`config.mk`:
```
export PLATFORM = sky130hd
export DESIGN_NAME = seq_detector_param_flat
export DESIGN_NICKNAME = d
export VERILOG_FILES = /design/src/rtl/seq_detector_param_if.sv /design/src/rtl/seq_detector_param.sv /design/src/flat_wrapper.sv
export SDC_FILE = /design/constraint.sdc
export NUM_CORES = 1
export LEC_CHECK = 0
export BUFFER_PORTS_ARGS = -buffer_cell sky130_fd_sc_hd__buf_2
export CELL_PAD_IN_SITES_DETAIL_PLACEMENT = 1
export CELL_PAD_IN_SITES_GLOBAL_PLACEMENT = 1
export CORE_MARGIN = 2
export CORE_UTILIZATION = 40
export DETAILED_ROUTE_END_ITERATION = 10
export PLACE_DENSITY_LB_ADDON = 0.1
export SLEW_MARGIN = 10
export SYNTH_ARGS = -nofsm -noshare
export SYNTH_HDL_FRONTEND = slang
export SYNTH_SLANG_ARGS = --single-unit
```
`constraint.sdc`:
```
create_clock -name clk -period 8.7 [get_ports clk]
set_clock_uncertainty 0.05 [all_clocks]
set_input_delay 2.61 -clock clk [delete_from_list [all_inputs] [get_ports clk]]
set_output_delay 2.61 -clock clk [all_outputs]
set_load 0.02 [all_outputs]
```
`src/rtl/seq_detector_param_if.sv`:
```
// rtl/seq_detector_param_if.sv - Serial pattern detector control/status bundle
//
// Signals (master = stimulus/host side, slave = detector):
//   din        serial data bit, sampled when en=1
//   en         bit-valid qualifier
//   clr        synchronous clear of history, fill count and match count
//   pattern    target sequence, pattern[len-1] is the first bit received
//   len        active pattern length (1..MAX_LEN)
//   overlap    1 = overlapping detection, 0 = non-overlapping
//   mode       0 = Mealy (combinational) out, 1 = registered out
//   out        match indication
//   match_cnt  saturating count of detected matches
interface seq_detector_param_if #(
    parameter int MAX_LEN = 8,
    parameter int CNT_W   = 8,
    parameter int LEN_W   = 5
);
    logic               din;
    logic               en;
    logic               clr;
    logic [MAX_LEN-1:0] pattern;
    logic [LEN_W-1:0]   len;
    logic               overlap;
    logic               mode;
    logic               out;
    logic [CNT_W-1:0]   match_cnt;

    modport master (
        output din, en, clr, pattern, len, overlap, mode,
        input  out, match_cnt
    );

    modport slave (
        input  din, en, clr, pattern, len, overlap, mode,
        output out, match_cnt
    );
endinterface

```
`src/rtl/seq_detector_param.sv`:
```
// rtl/seq_detector_param.sv - Parameterised serial sequence detector with match counter
//
// Ports:
//   clk    system clock, all state changes on the rising edge
//   rst_n  asynchronous active-low reset
//   bus    seq_detector_param_if.slave (din/en/clr/pattern/len/overlap/mode in,
//          out/match_cnt out)
module seq_detector_param #(
    parameter int MAX_LEN = 8,
    parameter int CNT_W   = 8,
    parameter int LEN_W   = 5
) (
    input logic                 clk,
    input logic                 rst_n,
    seq_detector_param_if.slave bus
);
    localparam int               FW      = $clog2(MAX_LEN + 1);
    localparam logic [FW-1:0]    F_MAX   = FW'(MAX_LEN);
    localparam logic [CNT_W-1:0] CNT_MAX = '1;

    // The newest bit of any window always comes from din, so only the last
    // MAX_LEN-1 received bits can ever take part in a comparison.
    logic [MAX_LEN-2:0] hist;
    logic [FW-1:0]      fill;
    logic [CNT_W-1:0]   cnt;
    logic               out_q;

    logic [MAX_LEN-1:0] window;
    logic [MAX_LEN-1:0] mask;
    logic               len_ok;
    logic               fill_ok;
    logic               match;

    assign window = {hist, bus.din};

    // Only the low len bits of the window/pattern take part in the compare.
    always_comb begin
        mask = '0;
        for (int i = 0; i < MAX_LEN; i++) begin
            mask[i] = (i < int'(bus.len));
        end
    end

    assign len_ok  = (bus.len != '0) && (int'(bus.len) <= MAX_LEN);
    assign fill_ok = (int'(fill) + 1) >= int'(bus.len);
    assign match   = bus.en & len_ok & fill_ok &
                     (((window ^ bus.pattern) & mask) == '0);

    // Mealy output is gated by reset so it reads 0 while reset is held.
    assign bus.out       = bus.mode ? out_q : (rst_n & match);
    assign bus.match_cnt = cnt;

    always_ff @(posedge clk or negedge rst_n) begin
        if (!rst_n) begin
            hist  <= '0;
            fill  <= '0;
            cnt   <= '0;
            out_q <= 1'b0;
        end else if (bus.clr) begin
            fill  <= '0;
            cnt   <= '0;
            out_q <= 1'b0;
        end else begin
            out_q <= match;
            if (bus.en) begin
                hist <= window[MAX_LEN-2:0];
                // Non-overlapping: emptying the fill count makes the old
                // history unusable, so it need not be cleared.
                if (match && !bus.overlap) begin
                    fill <= '0;
                end else if (fill != F_MAX) begin
                    fill <= fill + 1'b1;
                end
                if (match && cnt != CNT_MAX) begin
                    cnt <= cnt + 1'b1;
                end
            end
        end
    end
endmodule

```
`src/flat_wrapper.sv`:
```
// flat-port wrapper written by rule: the top's interface ports become plain ports
module seq_detector_param_flat 
#(
    parameter int MAX_LEN = 8,
    parameter int CNT_W   = 8,
    parameter int LEN_W   = 5
)
  (clk, rst_n, bus_din, bus_en, bus_clr, bus_pattern, bus_len, bus_overlap, bus_mode, bus_out, bus_match_cnt);
  seq_detector_param_if #(.MAX_LEN(MAX_LEN), .CNT_W(CNT_W), .LEN_W(LEN_W)) bus_i ();
  input logic clk;
  input logic rst_n;
  input wire logic [$bits(bus_i.din)-1:0] bus_din;
  input wire logic [$bits(bus_i.en)-1:0] bus_en;
  input wire logic [$bits(bus_i.clr)-1:0] bus_clr;
  input wire logic [$bits(bus_i.pattern)-1:0] bus_pattern;
  input wire logic [$bits(bus_i.len)-1:0] bus_len;
  input wire logic [$bits(bus_i.overlap)-1:0] bus_overlap;
  input wire logic [$bits(bus_i.mode)-1:0] bus_mode;
  output wire logic [$bits(bus_i.out)-1:0] bus_out;
  output wire logic [$bits(bus_i.match_cnt)-1:0] bus_match_cnt;
  assign bus_i.din = bus_din;
  assign bus_i.en = bus_en;
  assign bus_i.clr = bus_clr;
  assign bus_i.pattern = bus_pattern;
  assign bus_i.len = bus_len;
  assign bus_i.overlap = bus_overlap;
  assign bus_i.mode = bus_mode;
  assign bus_out = bus_i.out;
  assign bus_match_cnt = bus_i.match_cnt;
  seq_detector_param #(.MAX_LEN(MAX_LEN), .CNT_W(CNT_W), .LEN_W(LEN_W)) u_core (.clk(clk), .rst_n(rst_n), .bus(bus_i));
endmodule
```
* After elaboration in Yosys (flattened, before gate mapping)
Index checks and enable logic that the tools add are counted.
** Operators by class
- $add $sub $neg :: 3
- Magnitude comparators :: 10
- Eq/ne operators :: 2
- Multiplexer cells :: 9
- Bitwise operators :: 7
- Reduce and logical (&&, ||, !) cells :: 12
** Operator list (count)
- 32-bit by 6-bit >= comparator with 1-bit output :: 1
- 8-bit two-way mux :: 3
- 3-bit by 5-bit less-than comparator with 1-bit output (first input constant) :: 4
- 4-bit two-way mux :: 4
- 1-bit by 5-bit less-than comparator with 1-bit output (first input constant) :: 2
- 2-bit by 5-bit less-than comparator with 1-bit output (first input constant) :: 2
- 8-bit by 1-bit adder with 8-bit output (second input constant) :: 1
- 8-bit bitwise AND :: 1
- 8-bit logical NOT :: 1
- 8-bit inequality test (second input constant) :: 1
- 8-bit bitwise XOR :: 1
- 2-bit AND reduction :: 3
- 4-bit by 1-bit adder with 5-bit output (second input constant) :: 1
- 5-bit by 4-bit <= comparator with 1-bit output (second input constant) :: 1
- 5-bit nonzero test :: 1
- 4-bit by 1-bit adder with 4-bit output (second input constant) :: 1
- 1-bit bitwise AND :: 4
- 4-bit inequality test (second input constant) :: 1
- 2-bit nonzero test :: 2
- 1-bit logical AND :: 3
- 3-bit nonzero test :: 1
- 1-bit two-way mux :: 2
- 1-bit logical NOT :: 1
- 1-bit NOT :: 1
** Word-level totals
- Bits in registers :: 20
- Input port bits :: 20
- Output and inout port bits :: 9
- Logic and storage cells :: 47

* Longest topological paths before layout
Gate-level depths: netlist (run 1).
- Depth after elaboration :: 9
- Mapped depth :: 10
- Mapped depth without buffers :: 8

* Worst setup path after synthesis (run 1)
No wires, ideal clock.
- Path type :: input-to-output
- Start point :: in bus_len[1]
- End point :: out bus_out
- Arrival :: 4673 ps
- Setup slack :: 1367 ps
- Stages on the path :: 6
- Buffers on the path :: 1
- Path through :: or2_1 o31a_1 a2111oi_4 o2111ai_2 clkbuf_1 o41ai_1
** Between the ends
- Word-level cells in the longest chain between the ends :: 7
- Elaborated cells between the ends (all ways) :: 19
- Those cells by class :: order compare: 10; mux: 1; bitwise: 5; reduce/logical: 3
** RTL lines
- from (decl) :: RTL line flat_wrapper.sv:16 : input wire logic [$bits(bus_i.len)-1:0] bus_len;
- branches (longest 4 deep; another with 32-bit by 6-bit >= comparator with 1-bit output)
- 1-bit bitwise AND (*) :: RTL line seq_detector_param.sv:46 : assign match = bus.en & len_ok & fill_ok &
- 1-bit bitwise AND (*) :: RTL line seq_detector_param.sv:50 : assign bus.out = bus.mode ? out_q : (rst_n & match);
- 1-bit two-way mux (*) :: RTL line seq_detector_param.sv:50
- to (decl) :: RTL line flat_wrapper.sv:19 : output wire logic [$bits(bus_i.out)-1:0] bus_out;
Every way passes the cells marked *.

* Worst setup path in the final report (run 1)
Ends and elaborated chain as after synthesis.

==> run_results.csv, run 1 <==
group,metric,value,unit
run_status,outcome,"completed",
layout,fin_cells,214,
floorplanning,coreArea,3280,µm²
place,portBuffers,28,
critical_path,critical_path.slowest_cell,"o2111ai_2",
place,place_hpwl,2570,µm
yosys,ys_ff_latch,20,
yosys,synth.yosys.warnings,0,
layout,finalNetCount,197,
floorplanning,rows,21,
global_route,grt_pass1_vias,1159,
floorplanning,die-area,3860,µm²
yosys,syn-num-nets,169,
yosys,synth.distinct_cells,32,
layout,diodes,0,
cts,ctsHtreeMaxLevel,1,
critical_path,critical_path.cell_chain,"buf_2, or2_1, o31a_1, a2111oi_4, o2111ai_2, o41ai_1, buf_2",
pwr,worst_ir_drop_vdd,0.0872,mV
cts,clkLatencyLatePin,0.30,ns
cts,cts_made_buffers,3,
critical_path,worst_path_largest_cell_delay,0.45,ns
yosys,synth_area,1350,µm²
cts,cts_sinks,20,
cts,cts_hold_buf,0,
run,cap_violations,0,
cts,cts-root-buf,"clkbuf_4",
detailed_routing,drt_iter0_drc,21,
cts,cts_resized,0,
timing,relSlewSlack,0.504,
pwr,leakage,0.715,nW
timing,slew_violations,0,
global_route,grt_pass1_wl,5170,µm
layout,drive_gt1_frac,0.256,
timing,max_freq,0.136,GHz
pwr,p_total,0.000230,W
detailed_routing,via_per_inst,5.43,
detailed_routing,dr.pass1.iters,4,
timing,post-route-min-period,7.34,ns
floorplanning,die_height,62.1,µm
detailed_routing,detail-route-antenna-nets,0,
global_route,antenna_found_initial,0,
timing,finalSetupTns,0,ns
place,place_inst,210,
min_path,min_path_type,"reg2reg",
detailed_routing,wirelength,3190,µm
yosys,synth.avg_cell_area,9.57,µm²
place,finalWeightedCongestion,0.770,
critical_path,crit_top_cell,"buf_2",
floorplanning,die_x,62.1,µm
yosys,yosysSeqAreaShare,0.371,
cts,cts_tree,"built",
timing,grt_setup_unrepaired,"false",
critical_path,rr_worst_depth,8,
timing,final-hold-violation-count,0,
global_route,grt_max_degree,22,
floorplanning,pin_count,29,
cts,cts_setup_buffers,0,
cts,clock_path_buffers,2,
critical_path,start_kind,"primary input",
detailed_routing,drc,0,
critical_path,worstSetupEndpointType,"output port",
timing,tightest_slew,0.745,ns
layout,post-route-util,0.477,
pwr,p_per_area,147,nW/µm²
timing,timing.final.crit_share,0.844,
critical_path,critPathRequiredTime,6.04,ns
min_path,whs_path_depth,1,
yosys,syn_inst,141,
critical_path,worstPathArrival,4.68,ns
critical_path,critPathMaxFanout,18,
layout,area_growth,15.9,%
global_route,gr-total-overflow,0,
cts,clk_pin_slew,0.10,ns
timing,final-setup-viol-count,0,
global_route,grt_usage,0.185,
critical_path,criticalPathCategory,"in2out",
floorplanning,start_util,0.411,
detailed_routing,wl_per_cell,14.9,µm
detailed_routing,vias,1163,
==> synthesized netlist by cell type <==
cell type / count / share of area
dfrtp_1: 20 / 0.37
nor3_1: 5 / 0.019
xor2_1: 9 / 0.058
o21ai_0: 5 / 0.019
xnor2_1: 2 / 0.013
nand4_1: 5 / 0.023
a21oi_1: 10 / 0.037
o211ai_1: 2 / 0.011
nand2_1: 8 / 0.022
o31ai_1: 5 / 0.028
or4_1: 5 / 0.028
o32ai_1: 1 / 0.0065
nor3b_1: 1 / 0.0056
a211oi_1: 2 / 0.011
nand3b_1: 2 / 0.011
nor2b_1: 2 / 0.0093
ha_1: 8 / 0.074
o2111ai_2: 1 / 0.011
a2111oi_4: 1 / 0.020
or2_1: 1 / 0.0046
o41ai_1: 1 / 0.0065
clkbuf_1: 5 / 0.014
mux2_2: 9 / 0.075
nand3_1: 3 / 0.011
nor2_1: 6 / 0.017
mux2i_1: 2 / 0.015
and3_1: 4 / 0.019
nand2b_1: 5 / 0.023
inv_1: 8 / 0.022
o31a_1: 1 / 0.0065
a31oi_1: 1 / 0.0046
o22ai_1: 1 / 0.0046
==> where the power goes <==
group          switching (W)  internal, W   total, W
Combinational      0.0000301    0.0000284  0.0000585
Clock              0.0000279    0.0000255  0.0000534
Sequential         0.0000117     0.000106   0.000118
Total              0.0000696     0.000160   0.000230
==> path summary, 6_finish.rpt <==
path                                       startpoint                             endpoint  slack, ns
setup / recovery                           bus_len[1]                              bus_out       1.36
setup reg to reg           u_core.fill[0]$_DFFE_PN0P_  u_core.bus.match_cnt[0]$_DFFE_PN0P_       5.86
max in group asynchronous                       rst_n  u_core.bus.match_cnt[2]$_DFFE_PN0P_       6.07
hold reg to reg            u_core.hist[6]$_DFFE_PN0P_           u_core.hist[6]$_DFFE_PN0P_       0.50
hold / removal             u_core.hist[6]$_DFFE_PN0P_           u_core.hist[6]$_DFFE_PN0P_       0.50
min in group asynchronous                       rst_n  u_core.bus.match_cnt[1]$_DFFE_PN0P_       2.19
==> cells by family after synthesis <==
family	after synthesis	share of synthesized area
fa+ha+maj	8	0.0741
simple gates	47	0.192
flops	20	0.371
buf+inv	13	0.0361
compound gates	31	0.166
xor+xnor	11	0.0714
mux	11	0.0899
==> routing by layer <==
| metal | share of wire | vias to the layer above | track usage |
|---|---|---|---|
| li1 | - | 576 | - |
| met1 | 0.46 | 564 | 0.225 |
| met2 | 0.50 | 19 | 0.327 |
| met3 | 0.032 | 4 | 0.0393 |
| met4 | 0.011 | 0 | 0.0547 |
| met5 | 0 | - | 0 |
==> worst max-delay path: cells and delay by family <==
| kind | cells | cell delay, ns |
|---|---|---|
| buffers and inverters | 2 | 0.35 |
| AO/OA/AOI/OAI | 4 | 1.46 |
| AND/OR/NAND/NOR | 1 | 0.26 |
==> layout by cell type (no fill, tap or decap), types with 2 or more instances in the layout <==
cell,n
buf_2,28
dfrtp_1,20
a21oi_1,10
xor2_1,9
mux2_2,9
inv_1,8
nand2_1,8
ha_1,8
nor2_1,6
nor3_1,5
o21ai_0,5
nand2b_1,5
nand4_1,5
o31ai_1,5
or4_1,5
and3_1,4
nand3_1,3
clkbuf_4,3
xnor2_1,2
a211oi_1,2
o211ai_1,2
nand3b_1,2
mux2i_1,2
nor2b_1,2
==> sequential cells by signal (all words and copies together) (netlist names) <==
signal and count:
u_core.bus.match_cnt 8, u_core.hist 7, u_core.fill 4, u_core.out_q 1
==> through the flow <==
| step | worst slack, ns | hold slack (ns) | cell area, µm² |
|---|---|---|---|
| global placement | 1.41 | 0.471 | 1530 |
| floorplan | 1.37 | 0.450 | 1350 |
| global route | 1.22 | 0.527 | 1570 |
| CTS | 1.35 | 0.503 | 1570 |
| finish | 1.36 | 0.499 | 1570 |
| detailed placement | 1.36 | 0.478 | 1530 |
==> area by class of cell <==
| cell class | instances | area (µm²) |
|---|---|---|
| Tap cell | 46 | 57.6 |
| Sequential cell | 20 | 500 |
| Multi-Input combinational cell | 108 | 801 |
| Clock buffer | 4 | 36.3 |
| Timing Repair Buffer | 28 | 140 |
| Fill cell | 393 | 1720 |
| Inverter | 8 | 30.0 |
No activity file was read; power rests on OpenSTA's default activity.
==> run 2, diff against run 1 <==
- ABC_AREA: default -> 1
- CORE_UTILIZATION: 40 -> 35
- clock period: 8.7 -> 6 ns (I/O delays scaled with it)
==> run_results.csv, run 2 <==
group,metric,value,unit
place,finalWeightedCongestion,0.852,
detailed_routing,detail-route-antenna-nets,0,
floorplanning,pin_count,29,
global_route,grt_pass1_wl,6360,µm
place,place_inst,280,
cts,cts_setup_buffers,0,
yosys,synth-simple-area-share,0.366,
cts,cts_hold_buf,0,
layout,seq_area,500,µm²
yosys,async_flop_share,1.00,
timing,relSlewSlack,0.378,
floorplanning,rows,23,
yosys,synth-xor-area-share,0.0609,
floorplanning,die_height,68.1,µm
floorplanning,coreArea,3970,µm²
yosys,yosysMostFrequentCell,"nand2_1",
timing,timing.final.crit_share,0.861,
layout,diodes,0,
yosys,synth.distinct_cells,23,
pwr,clkPwrFrac,0.393,
detailed_routing,via_per_inst,4.86,
yosys,ys.flop_type,"dfrtp_1",
timing,tightest_slew,0.929,ns
yosys,synth_top_family_by_area,"simple AND/OR/NAND/NOR gates",
layout,fin_cells,284,
pwr,p_per_area,208,nW/µm²
critical_path,worst_path_largest_cell_delay,0.33,ns
place,portBuffers,28,
critical_path,worstSetupEndpointType,"output port",
cts,cts_made_buffers,3,
place,place_hpwl,3080,µm
cts,cts-root-buf,"clkbuf_8",
yosys,syn_inst,206,
yosys,synth.yosys.warnings,0,
cts,cts_resized,0,
cts,ctsHtreeMaxLevel,1,
pwr,leakage,0.997,nW
timing,grt_setup_unrepaired,"false",
floorplanning,die_x,68.1,µm
yosys,yosys.area.top_type,"dfrtp_1",
cts,clock_path_buffers,2,
yosys,synth_commonest_cells,"nand2_1 (64), inv_1 (33), dfrtp_1 (20)",
cts,cts_tree,"built",
layout,finalNetCount,263,
yosys,synthDominantCellAreaShare,0.348,
global_route,grt_max_degree,22,
yosys,syn-num-nets,234,
timing,max_freq,0.194,GHz
critical_path,critical_path.slowest_cell,"ha_1",
layout,final_cell_mix,"nand2_1 (64), inv_1 (33), buf_2 (28)",
critical_path,worstPathArrival,3.31,ns
pwr,swShare,0.272,
detailed_routing,wl_per_cell,13.4,µm
detailed_routing,vias,1381,
run,cap_violations,0,
critical_path,start_kind,"primary input",
timing,slew_violations,0,
min_path,min_path_type,"reg2reg",
layout,multi_input_area,788,µm²
timing,final-hold-violation-count,0,
global_route,grt_usage,0.181,
timing,finalSetupTns,0,ns
detailed_routing,dr.pass1.iters,4,
critical_path,critPathRequiredTime,4.15,ns
floorplanning,die-area,4640,µm²
yosys,synth.avg_cell_area,6.98,µm²
yosys,synth-edff-count,0,
global_route,grt_pass1_vias,1414,
pwr,power_frac_seq,0.433,
critical_path,criticalPathCategory,"in2out",
pwr,p_int,0.000256,W
layout,drive_gt1_frac,0.162,
global_route,gr-total-overflow,0,
layout,largest_register_ffs,8,
global_route,antenna_found_initial,0,
layout,nFillCells,526,
critical_path,critical_path.cell_chain,"buf_2, inv_1, ha_1, nand3b_1, nand2_1, nand2_1, nand3_1, and3_2, nand2_2, o21ai_2, buf_2",
pwr,worst_ir_drop_vdd,0.109,mV
yosys,synth_adder_area_share,0.0696,
layout,area_growth,17.5,%
cts,clk_pin_slew,0.08,ns
timing,final-setup-viol-count,0,
yosys,netlist_top_cells_area,"dfrtp_1 (35%), nand2_1 (17%), inv_1 (8.6%), ha_1 (7.0%), nand4_1 (7.0%)",
critical_path,critPathMaxFanout,11,
timing,post-route-min-period,5.16,ns
yosys,ys_ff_latch,20,
yosys,synth_compound_area_frac,0.0513,
yosys,muxShareOfSynthArea,0,
cts,clkLatencyLatePin,0.26,ns
pwr,power_frac_comb,0.174,
yosys,synth_area,1440,µm²
layout,final_common_cell,"nand2_1",
place,post_dp_cell_area,1620,µm²
layout,finalInstanceArea,1690,µm²
cts,cts_sinks,20,
pwr,p_sw,0.0000954,W
floorplanning,start_util,0.362,
detailed_routing,drt_iter0_drc,40,
detailed_routing,wirelength,3800,µm
yosys,yosysSeqAreaShare,0.348,
detailed_routing,drc,0,
run_status,outcome,"completed",
[run 2: cell count changes in the layout (fill, tap and decap cells not counted), sizes merged, moves of 6 or more]
cell / before / now
nand2: 8 / 66
inv: 8 / 33
nand3: 3 / 17
nand4: 5 / 16
mux2: 9 / 0
a21oi: 10 / 4
nor2: 6 / 12
[run 2: layout make-up]
type                            count  share of cell area
Tap cell                           50              0.0370
Clock inverter                      1              0.0178
Inverter                           34              0.0755
Multi-Input combinational cell    148               0.466
Timing Repair Buffer               28              0.0829
Clock buffer                        3              0.0244
Sequential cell                    20               0.296
[run 2: final timing paths]
kind	endpoint	from	cells past startpoint	slack (ns)
setup / recovery	bus_out	bus_len[2]	11	0.84
hold / removal	u_core.hist[4]$_DFFE_PN0P_	u_core.hist[3]$_DFFE_PN0P_	2	0.47
setup reg to reg	u_core.bus.match_cnt[2]$_DFFE_PN0P_	u_core.fill[0]$_DFFE_PN0P_	11	3.68
hold reg to reg	u_core.hist[4]$_DFFE_PN0P_	u_core.hist[3]$_DFFE_PN0P_	2	0.47
max in group asynchronous	u_core.bus.match_cnt[7]$_DFFE_PN0P_	rst_n	1	4.13
min in group asynchronous	u_core.hist[6]$_DFFE_PN0P_	rst_n	1	1.44
[run 2: metal layers]
metal / vias up / wire (µm) / part of all wire / track usage
met5: - / 0 / 0 / 0
met4: 0 / 53 / 0.014 / 0.0475
met3: 8 / 134 / 0.035 / 0.0296
met2: 24 / 1900 / 0.50 / 0.334
met1: 634 / 1710 / 0.45 / 0.215
li1: 715 / - / - / -
[run 2: cell families after synthesis]
| kind of cell | after synthesis |
|---|---|
| buf+inv | 38 |
| simple gates | 116 |
| flops | 20 |
| compound gates | 14 |
| fa+ha+maj | 8 |
| xor+xnor | 10 |
[run 2: power groups by stage]
stage / clock [W] / combinational [W] / sequential, W
after global placement: 0 / 0.0000582 / 0.000155
final: 0.000138 / 0.0000612 / 0.000152
after CTS: 0.000141 / 0.0000627 / 0.000152
after global routing: 0.000149 / 0.0000708 / 0.000153
after detailed placement: 0 / 0.0000619 / 0.000155
after floorplan: 0 / 0.0000384 / 0.000153
[run 2: critical path, delay by kind of cell]
| family | cells | cell delay, ns |
|---|---|---|
| buf+inv | 3 | 0.37 |
| fa+ha+maj | 1 | 0.33 |
| compound gates | 1 | 0.11 |
| simple gates | 6 | 0.69 |
[run 2: per-stage QoR]
| stage | hold slack, ns | total power, W | util | setup WS [ns] |
|---|---|---|---|---|
| floorplan | 0.425 | 0.000191 | - | 1.16 |
| global placement | 0.459 | 0.000213 | 0.408 | 0.922 |
| detailed placement | 0.444 | 0.000217 | 0.408 | 0.821 |
| CTS | 0.478 | 0.000356 | 0.426 | 0.819 |
| global route | 0.521 | 0.000373 | 0.426 | 0.676 |
| finish | 0.468 | 0.000351 | 0.426 | 0.836 |
